$ cat config.mk
export PLATFORM = sky130hd
export DESIGN_NAME = man_demod
export DESIGN_NICKNAME = d
export VERILOG_FILES = /design/src/rtl/man_demod.sv
export SDC_FILE = /design/constraint.sdc
export NUM_CORES = 1
export LEC_CHECK = 0
export CORE_MARGIN = 5
export CORE_UTILIZATION = 30
export CTS_CLUSTER_SIZE = 24
export DETAILED_ROUTE_END_ITERATION = 10
export PLACE_DENSITY = 0.49
export SLEW_MARGIN = 20
export SYNTH_ARGS = -nofsm -noshare
export SYNTH_HDL_FRONTEND = slang
export SYNTH_SLANG_ARGS = --single-unit
export TNS_END_PERCENT = 1
$ cat constraint.sdc
create_clock -name clk -period 2.19 [get_ports clk]
set_input_delay 0.438 -clock clk [delete_from_list [all_inputs] [get_ports clk]]
set_output_delay 0.438 -clock clk [all_outputs]
set_load 0.01 [all_outputs]
$ cat src/rtl/man_demod.sv
// man_demod: Manchester subcarrier decoder (SOF check, bit decode, EOF detect); optional MAN_DEMOD_COLL_EN
module man_demod #(
    parameter int HALF_ETU = 64,
    parameter int CW       = 6,
    parameter int THRESH   = 8,
    parameter int NB_W     = 9
) (
    input  logic            clk,
    input  logic            rst,
    input  logic            in_enable,
    input  logic            in_data,
    output logic            out_data,
    output logic            out_valid,
    output logic            out_sof,
    output logic            out_eof,
    output logic            out_err,
    output logic            out_coll,
    output logic            out_busy,
    output logic [NB_W-1:0] out_nbits
);
`ifdef MAN_DEMOD_COLL_EN
    localparam logic COLL_EN = 1'b1;
`else
    localparam logic COLL_EN = 1'b0;
`endif
    typedef enum logic [1:0] {IDLE, SOF_CHK, DATA} state_t;
    state_t          r_state, w_next;
    logic            r_s1, r_s2, r_s3, r_edge;
    logic [CW-1:0]   r_hcnt;
    logic [CW:0]     r_ecnt, w_ecnt;
    logic            r_half, r_a, r_b, r_eval, r_data;
    logic [NB_W-1:0] r_nbits;
    logic            w_wrap, w_act, w_pair;

    assign w_wrap    = r_hcnt == CW'(HALF_ETU - 1);
    assign w_ecnt    = r_ecnt + (CW + 1)'(r_edge);
    assign w_act     = w_ecnt >= (CW + 1)'(THRESH);
    assign out_nbits = r_nbits;

    // Synchronize the raw pin and register an either-polarity edge strobe
    always_ff @(posedge clk or posedge rst) begin
        if (rst) begin
            {r_s1, r_s2, r_s3, r_edge} <= '0;
        end else begin
            r_s1   <= in_data;
            r_s2   <= r_s1;
            r_s3   <= r_s2;
            r_edge <= r_s2 ^ r_s3;
        end
    end

    // State register
    always_ff @(posedge clk or posedge rst) begin
        if (rst) r_state <= IDLE;
        else     r_state <= w_next;
    end

    // Next state: start on an edge, otherwise move only when a pair is evaluated
    always_comb begin
        w_next = r_state;
        if (!in_enable)            w_next = IDLE;
        else if (r_state == IDLE)  w_next = r_edge ? SOF_CHK : IDLE;
        else if (r_eval)           w_next = (out_sof || out_valid) ? DATA : IDLE;
    end

    // Pair decode into mutually exclusive strobes; out_data holds between bits
    always_comb begin
        w_pair    = r_eval && in_enable && r_state != IDLE;
        out_sof   = w_pair && r_state == SOF_CHK && r_a && !r_b;
        out_eof   = w_pair && r_state == DATA && !r_a && !r_b;
        out_coll  = w_pair && r_state == DATA && r_a && r_b && COLL_EN;
        out_valid = w_pair && r_state == DATA && ((r_a ^ r_b) || out_coll);
        out_err   = w_pair && !out_sof && !out_eof && !out_valid;
        out_data  = out_valid ? r_a : r_data;
        out_busy  = r_state != IDLE;
    end

    // Half-ETU timing frozen at the first edge; halves close on wrap and pair up A/B
    always_ff @(posedge clk or posedge rst) begin
        if (rst) begin
            r_hcnt  <= '0;
            r_ecnt  <= '0;
            r_half  <= 1'b0;
            r_a     <= 1'b0;
            r_b     <= 1'b0;
            r_eval  <= 1'b0;
            r_data  <= 1'b0;
            r_nbits <= '0;
        end else begin
            r_data <= out_data;
            r_eval <= 1'b0;
            if (out_valid && !(&r_nbits)) r_nbits <= r_nbits + 1'b1;
            if (w_next == IDLE) begin
                r_hcnt <= '0;
                r_ecnt <= '0;
                r_half <= 1'b0;
            end else if (r_state == IDLE) begin
                r_hcnt  <= '0;
                r_ecnt  <= (CW + 1)'(1);
                r_half  <= 1'b0;
                r_nbits <= '0;
            end else begin
                r_hcnt <= w_wrap ? '0 : r_hcnt + 1'b1;
                r_ecnt <= w_wrap ? '0 : w_ecnt;
                if (w_wrap) begin
                    r_half <= !r_half;
                    if (r_half) begin
                        r_b    <= w_act;
                        r_eval <= 1'b1;
                    end else begin
                        r_a <= w_act;
                    end
                end
            end
        end
    end
endmodule
== Word-level counts from Yosys, hierarchy flattened ==
Index checks and enable logic that the tools add are counted.

* Add/sub/neg operators: 3
* Magnitude comparators: 1
* Equal/unequal tests: 3
* Multiplexer cells: 22
* Bitwise logic cells: 5
* Reduce and logical (&&, ||, !) cells: 28

{| class="wikitable"
|+ Operator list
! operator !! number
|-
| two-way mux 9 bit || 3
|-
| two-way mux 7 bit || 3
|-
| two-way mux 6 bit || 3
|-
| logical AND 1 bit || 13
|-
| adder 9 x 1 -> 9 bit (second input constant) || 1
|-
| two-way mux 1 bit || 9
|-
| AND reduction 9 bit || 1
|-
| two-way mux 2 bit || 4
|-
| AND reduction 4 bit || 2
|-
| adder 7 x 1 -> 7 bit || 1
|-
| >= comparator 7 x 4 -> 1 bit (second input constant) || 1
|-
| logical NOT 1 bit || 7
|-
| adder 6 x 1 -> 6 bit (second input constant) || 1
|-
| equality test 6 bit (second input constant) || 1
|-
| logical NOT 2 bit || 2
|-
| inverter 1 bit || 3
|-
| nonzero test 3 bit || 1
|-
| equality test 2 x 1 -> 1 bit (second input constant) || 1
|-
| equality test 2 bit (second input constant) || 1
|-
| nonzero test 2 bit || 1
|-
| XOR 1 bit || 2
|-
| logical OR 1 bit || 1
|}

* Register bits after elaboration: 33
* Input bits: 4
* Output and inout port bits: 16

== Depth between registers and ports, before layout ==
Gate-level depths: netlist (run 1).

* Depth in word-level cells: 13
* Gate-level depth with buffers: 7
* Depth with buffers taken out: 7

== Worst setup path before layout (run 1) ==
Ideal clock, no wire load.

* Kind: input port to output port
* Start: input in_enable
* End: output out_data
* Data arrival time: 1.317 ns
* Required time: 1.752 ns
* Slack: 0.435 ns
* Stages on the path: 5
* Buffers on the path: 1
* Path through: buf_4 nand4b_1 inv_1 a21oi_1 o21ai_0

* Longest elaborated chain between the ends: 5

{| class="wikitable"
|+ RTL lines
! item !! RTL line !! source
|-
| start: declaration || 10 || <nowiki>input logic in_enable,</nowiki>
|-
| logical AND 1 bit (2 in series) || 68 || <nowiki>w_pair = r_eval && in_enable && r_state != IDLE;</nowiki>
|-
| logical AND 1 bit (2 in series) || 72 || <nowiki>out_valid = w_pair && r_state == DATA && ((r_a ^ r_b) || out_coll);</nowiki>
|-
| two-way mux 1 bit || 74 || <nowiki>out_data = out_valid ? r_a : r_data;</nowiki>
|-
| end: declaration || 12 || <nowiki>output logic out_data,</nowiki>
|}

Every way passes these cells.

== Final worst setup path (run 1) ==
Same ends and word-level chain as after synthesis.

==> results of run 1 <==
[cell type report]
cell class	count	area [sq um]
Clock buffer	7	96.34
Tap cell	72	90.09
Inverter	4	15.01
Timing Repair Buffer	31	276.5
Fill cell	560	3385
Sequential cell	33	825.8
Multi-Input combinational cell	118	847.1
Clock inverter	1	5.005
[through the flow]
stage | std cells | area [sq um] | setup slack (ps) | power (mW) | util
2_1_floorplan | 160 | 1717 | 434.6 | 0.7041 | -
3_3_place_gp | 257 | 2052 | -263.5 | 0.7406 | 0.3704
3_5_place_dp | 257 | 2052 | -282.2 | 0.7416 | 0.3704
4_1_cts | 265 | 2148 | -34.68 | 1.249 | 0.3878
5_1_grt | 266 | 2156 | -18.76 | 1.289 | 0.3891
6_report | 266 | 2156 | 108.5 | 1.229 | 0.3891
[what timing repair did]
action	4_1_cts	5_1_grt
setup endpoints to repair	5	4
pin swaps	0	0
setup buffers	0	1
resized for setup	6	8
hold buffers	0	0
[final timing paths]
check	startpoint	slack, ps	to	cells after the start
hold / removal	r_s1$_DFF_PP0_	350	r_s2$_DFF_PP0_	0
min in group asynchronous	rst	560	r_state[0]$_DFF_PP0_	3
max in group asynchronous	rst	1330	r_edge$_DFF_PP0_	3
setup reg to reg	out_nbits[2]$_DFF_PP0_	320	out_nbits[5]$_DFF_PP0_	8
setup / recovery	in_enable	110	out_data	7
hold reg to reg	r_s1$_DFF_PP0_	350	r_s2$_DFF_PP0_	0
[cells by family after synthesis]
family                     after synthesis  synth area share
AOI/OAI and AO/OA                       14           0.06340
muxes                                   10           0.06195
DFF                                     33            0.4810
xor gates and xnor gates                14           0.07580
and+or+nand+nor                         74            0.2485
buffers and inverters                    9           0.03061
other                                    1          0.002184
adders and majority gates                5           0.03644
[metal layers]
metal  GRT usage  share of wire
met1      0.1309           0.47
met2      0.1653           0.48
met3     0.02978          0.039
met4     0.03885          0.011
met5           0              0
[cell usage in the layout, fill, tap and decap left out, types with 6 or more instances in the layout]
cell and instances:
buf_4 12, xnor2_1 8, clkdlybuf4s50_1 13, nand2_1 19, nor3_1 6, clkbuf_8 7
dfrtp_1 33, nor3_2 6, nor2_1 15, mux2i_1 8, nand3_1 8
[flip-flops by register name, summed over array words and instances, names as in the netlist, 2 cells and up]
signal / count
r_state: 2
r_ecnt: 7
r_hcnt: 6
out_nbits: 9
[report_power, final]
| part | leakage (nW) | switching (mW) | internal (mW) | total (mW) |
|---|---|---|---|---|
| clock network | 0.0542 | 0.215 | 0.284 | 0.499 |
| logic | 0.433 | 0.0582 | 0.0444 | 0.103 |
| registers | 0.449 | 0.00588 | 0.621 | 0.627 |
| total | 0.936 | 0.279 | 0.950 | 1.23 |
[critical path: stages]
cell and delay (ps):
clkdlybuf4s50_1 490, nand4b_1 140, buf_4 160, inv_1 40
a21oi_1 60, o21ai_1 150, clkbuf_2 160
==> impl_metrics.json, run 1 <==
{
  "status": "completed",
  "cts_tree": "yes",
  "synth_nets": 169,
  "end_kind": "output pin",
  "hpwl_um": 2490,
  "nNetsFinal": 202,
  "synthCells": 160,
  "finalSetupViolations": 0,
  "synth_most_common_cell": "dfrtp_1",
  "hp-class": "reg -> reg",
  "vias_per_cell": 4.617,
  "die-area_sq_um": 7335,
  "core_sq_um": 5540,
  "routabilityCongestion": 0.7466,
  "initial_core_util": 0.3098,
  "synthTopCellsByArea": "dfrtp_1 48%, mux2i_1 4.7%, nand2_1 4.2%",
  "clkTransAtPathRegs_ps": 60,
  "synth_commonest_cells": "33 x dfrtp_1, 19 x nand2_1, 16 x nor2_1",
  "setup_tns_ps": 0,
  "ys_async_sr_fraction": 1.000,
  "max_cap_viol_count": 0,
  "synth_cell_types": 38,
  "cts_max_level": 2,
  "vias": 1228,
  "cts.sinks": 33,
  "drtIter0Drc": 70,
  "wl_per_cell_um": 12.58,
  "fp.dieW_um": 85.65,
  "ios": 20,
  "vdd_drop_max_mv": 0.3832,
  "fmax_mhz": 480.4,
  "num_rows": 27,
  "ant_nets": 0,
  "yosys_most_used_dff": "dfrtp_1",
  "hold_ws_ps": 354.2,
  "synth_edf_count": 0,
  "avgSynthCellArea_sq_um": 10.73,
  "clock_skew_ps": 8.121,
  "power.leakage_nw": 0.9365,
  "yosys_warnings": 0,
  "syn_area_sq_um": 1717,
  "maxSlewViolCount": 0,
  "root_buffer": "clkbuf_8",
  "cp-start-kind": "primary input",
  "grt_overflow": 0,
  "grt_max_degree": 34,
  "seq_area_frac_synth": 0.4810,
  "arrival_ps": 1640,
  "drt-pass1-iter-count": 4,
  "yosysTopAreaCell": "dfrtp_1",
  "area_growth_pct": 25.58,
  "path_class": "in -> out",
  "diodes": 0,
  "cts_buffer_depth": 2,
  "synth_top_cell_area_share": 0.4810,
  "power_density_nw_per_um2": 570.1,
  "grt_pass1_vias": 1271,
  "grt_use_total": 0.1029,
  "grt_pass1_wl_um": 5989,
  "hold_viol": 0,
  "io_buffer_count": 18,
  "rsz0062_at_grt": "yes",
  "drive_gt1_frac": 0.2113,
  "post-route-period-util": 0.9505,
  "totalWireLength_um": 3346,
  "clk_latency_ps": 280,
  "drcViolationCount": 0,
  "cts-buffers-inserted": 5,
  "crit_path_max_fanout": 2,
  "ys_ff_latch": 33,
  "layout_min_cycle_time_ps": 2082,
  "antenna_found_initial": 0,
  "die_y_um": 85.65,
  "critPathRequiredTime_ps": 1750
}
Note: power is estimated with default switching activity, not from simulation.
==> run 2: changes to the inputs <==
--- a/config.mk
+++ b/config.mk
@@ -10,6 +10,7 @@
 export CTS_CLUSTER_SIZE = 24
 export DETAILED_ROUTE_END_ITERATION = 10
 export PLACE_DENSITY = 0.49
+export SKIP_LAST_GASP = 1
 export SLEW_MARGIN = 20
 export SYNTH_ARGS = -nofsm -noshare
 export SYNTH_HDL_FRONTEND = slang
==> run 2 against run 1 <==
Net effect: the flow now finishes with violations (setup timing); critical path type unchanged; routed wire length fell by 0.48%; design area rose by 0.17%; first-iteration DRC count fell by 1.4%; power fell by 0.21%.
==> impl_metrics.json, run 2 (synthesized netlist as in run 1, its figures left out) <==
{
  "die_y_um": 85.65,
  "root_buffer": "clkbuf_8",
  "crit_path_max_fanout": 9,
  "stdcell_area_sq_um": 2160,
  "fin_ws_ps": -125.5,
  "rsz0062_at_grt": "yes",
  "postCtsSetupBuffers": 0,
  "status": "finished with violations",
  "layout_min_cycle_time_ps": 2315,
  "power.leakage_nw": 0.9427,
  "drive_gt1_frac": 0.1917,
  "fill_cells": 558,
  "clk_latency_ps": 280,
  "finalSetupViolations": 3,
  "post-route-period-util": 1.057,
  "max_cap_viol_count": 0,
  "pre_cts_slack_ps": -282.2,
  "critPathRequiredTime_ps": 1750,
  "clock_skew_ps": 7.466,
  "end_kind": "output pin",
  "ios": 20,
  "hold_buffers": 0,
  "ant_nets": 0,
  "wl_per_cell_um": 12.57,
  "cts_tree": "yes",
  "mostFrequentLayoutCells": "33 x dfrtp_1, 19 x nand2_1, 16 x nor2_1, 15 x clkdlybuf4s50_1, 11 x buf_4",
  "drt-pass1-iter-count": 4,
  "cp-start-kind": "primary input",
  "grt_overflow": 0,
  "area_growth_pct": 25.80,
  "grt_max_degree": 34,
  "power_density_nw_per_um2": 567.9,
  "grt_pass1_wl_um": 5989,
  "cts_buffer_depth": 2,
  "grt_pass1_vias": 1271,
  "diodes": 0,
  "totalWireLength_um": 3330,
  "violations": "setup timing",
  "drtIter0Drc": 69,
  "dr_wl_met3_um": 125,
  "grt_use_total": 0.1029,
  "hpwl_um": 2490,
  "hold_viol": 0,
  "p_total_mw": 1.226,
  "met1_length_um": 1581,
  "antenna_found_initial": 0,
  "cts.sinks": 33,
  "cts-buffers-inserted": 5,
  "die-area_sq_um": 7335,
  "fp.dieW_um": 85.65,
  "num_rows": 27,
  "hp-class": "reg -> reg",
  "core_sq_um": 5540,
  "cts_max_level": 2,
  "initial_core_util": 0.3098,
  "arrival_ps": 1880,
  "wl_met2_um": 1584,
  "drcViolationCount": 0,
  "routabilityCongestion": 0.7466,
  "path_class": "in -> out",
  "placed_cell_area_sq_um": 2052,
  "io_buffer_count": 18,
  "largest_reg_flops": 9,
  "vias_per_cell": 4.615,
  "vias": 1223,
  "maxSlewViolCount": 0,
  "topRoutingLayerUsed": "met4",
  "clkTransAtPathRegs_ps": 60,
  "vdd_drop_max_mv": 0.3819,
  "nNetsFinal": 201,
  "layout_commonest_cell": "dfrtp_1",
  "fmax_mhz": 431.9
}
-- run 2: area by class of cell --
cell class | instances | area (sq um) | share of cell area
multi-input cells | 118 | 844.6 | 0.3911
flip-flops and latches | 33 | 825.8 | 0.3824
repair buffers | 30 | 282.8 | 0.1309
clock buffers | 7 | 96.34 | 0.04461
well taps | 72 | 90.09 | 0.04171
inverters | 4 | 15.01 | 0.006952
clock inverters | 1 | 5.005 | 0.002317
-- run 2: metal layers --
layer	up-vias	track usage
met2	16	0.1653
li1	613	-
met3	5	0.02978
met1	589	0.1309
met4	0	0.03885
met5	-	0
-- run 2: where the power goes --
part / internal, mW / switching, mW
Combinational: 0.0441 / 0.0572
Sequential: 0.621 / 0.00585
Clock: 0.284 / 0.214
Total: 0.949 / 0.277
-- run 2: per-stage QoR --
step,instances,hold slack [ps],utilization,TNS (ps)
after floorplan,160,331.2,-,0
after global placement,257,336.1,0.3704,-977.9
after detailed placement,257,342.6,0.3704,-1057
after CTS,265,357.4,0.3882,-526.3
after global routing,265,369.0,0.3898,-787.9
final,265,354.1,0.3898,-292.0
-- run 2: final timing paths --
check                                        from                     end  slack, ps  depth (start not counted)
max in group asynchronous                     rst        r_edge$_DFF_PP0_       1330                          3
hold / removal                     r_s1$_DFF_PP0_          r_s2$_DFF_PP0_        350                          0
hold reg to reg                    r_s1$_DFF_PP0_          r_s2$_DFF_PP0_        350                          0
setup reg to reg           out_nbits[2]$_DFF_PP0_  out_nbits[5]$_DFF_PP0_        320                          8
min in group asynchronous                     rst    r_state[0]$_DFF_PP0_        560                          3
setup / recovery                        in_enable                 out_err       -130                          5
-- run 2: what timing repair did --
action | CTS | global route
setup endpoints to repair | 5 | 6
endpoints found under the hold margin | 0 | 0
cloned | 0 | 0
resized for setup | 2 | 2
-- run 2: critical path, cell delays in order --
cell	delay [ps]
clkdlybuf4s50_1	490
buf_4	180
nand2_1	90
nor2_1	130
clkdlybuf4s50_1	550
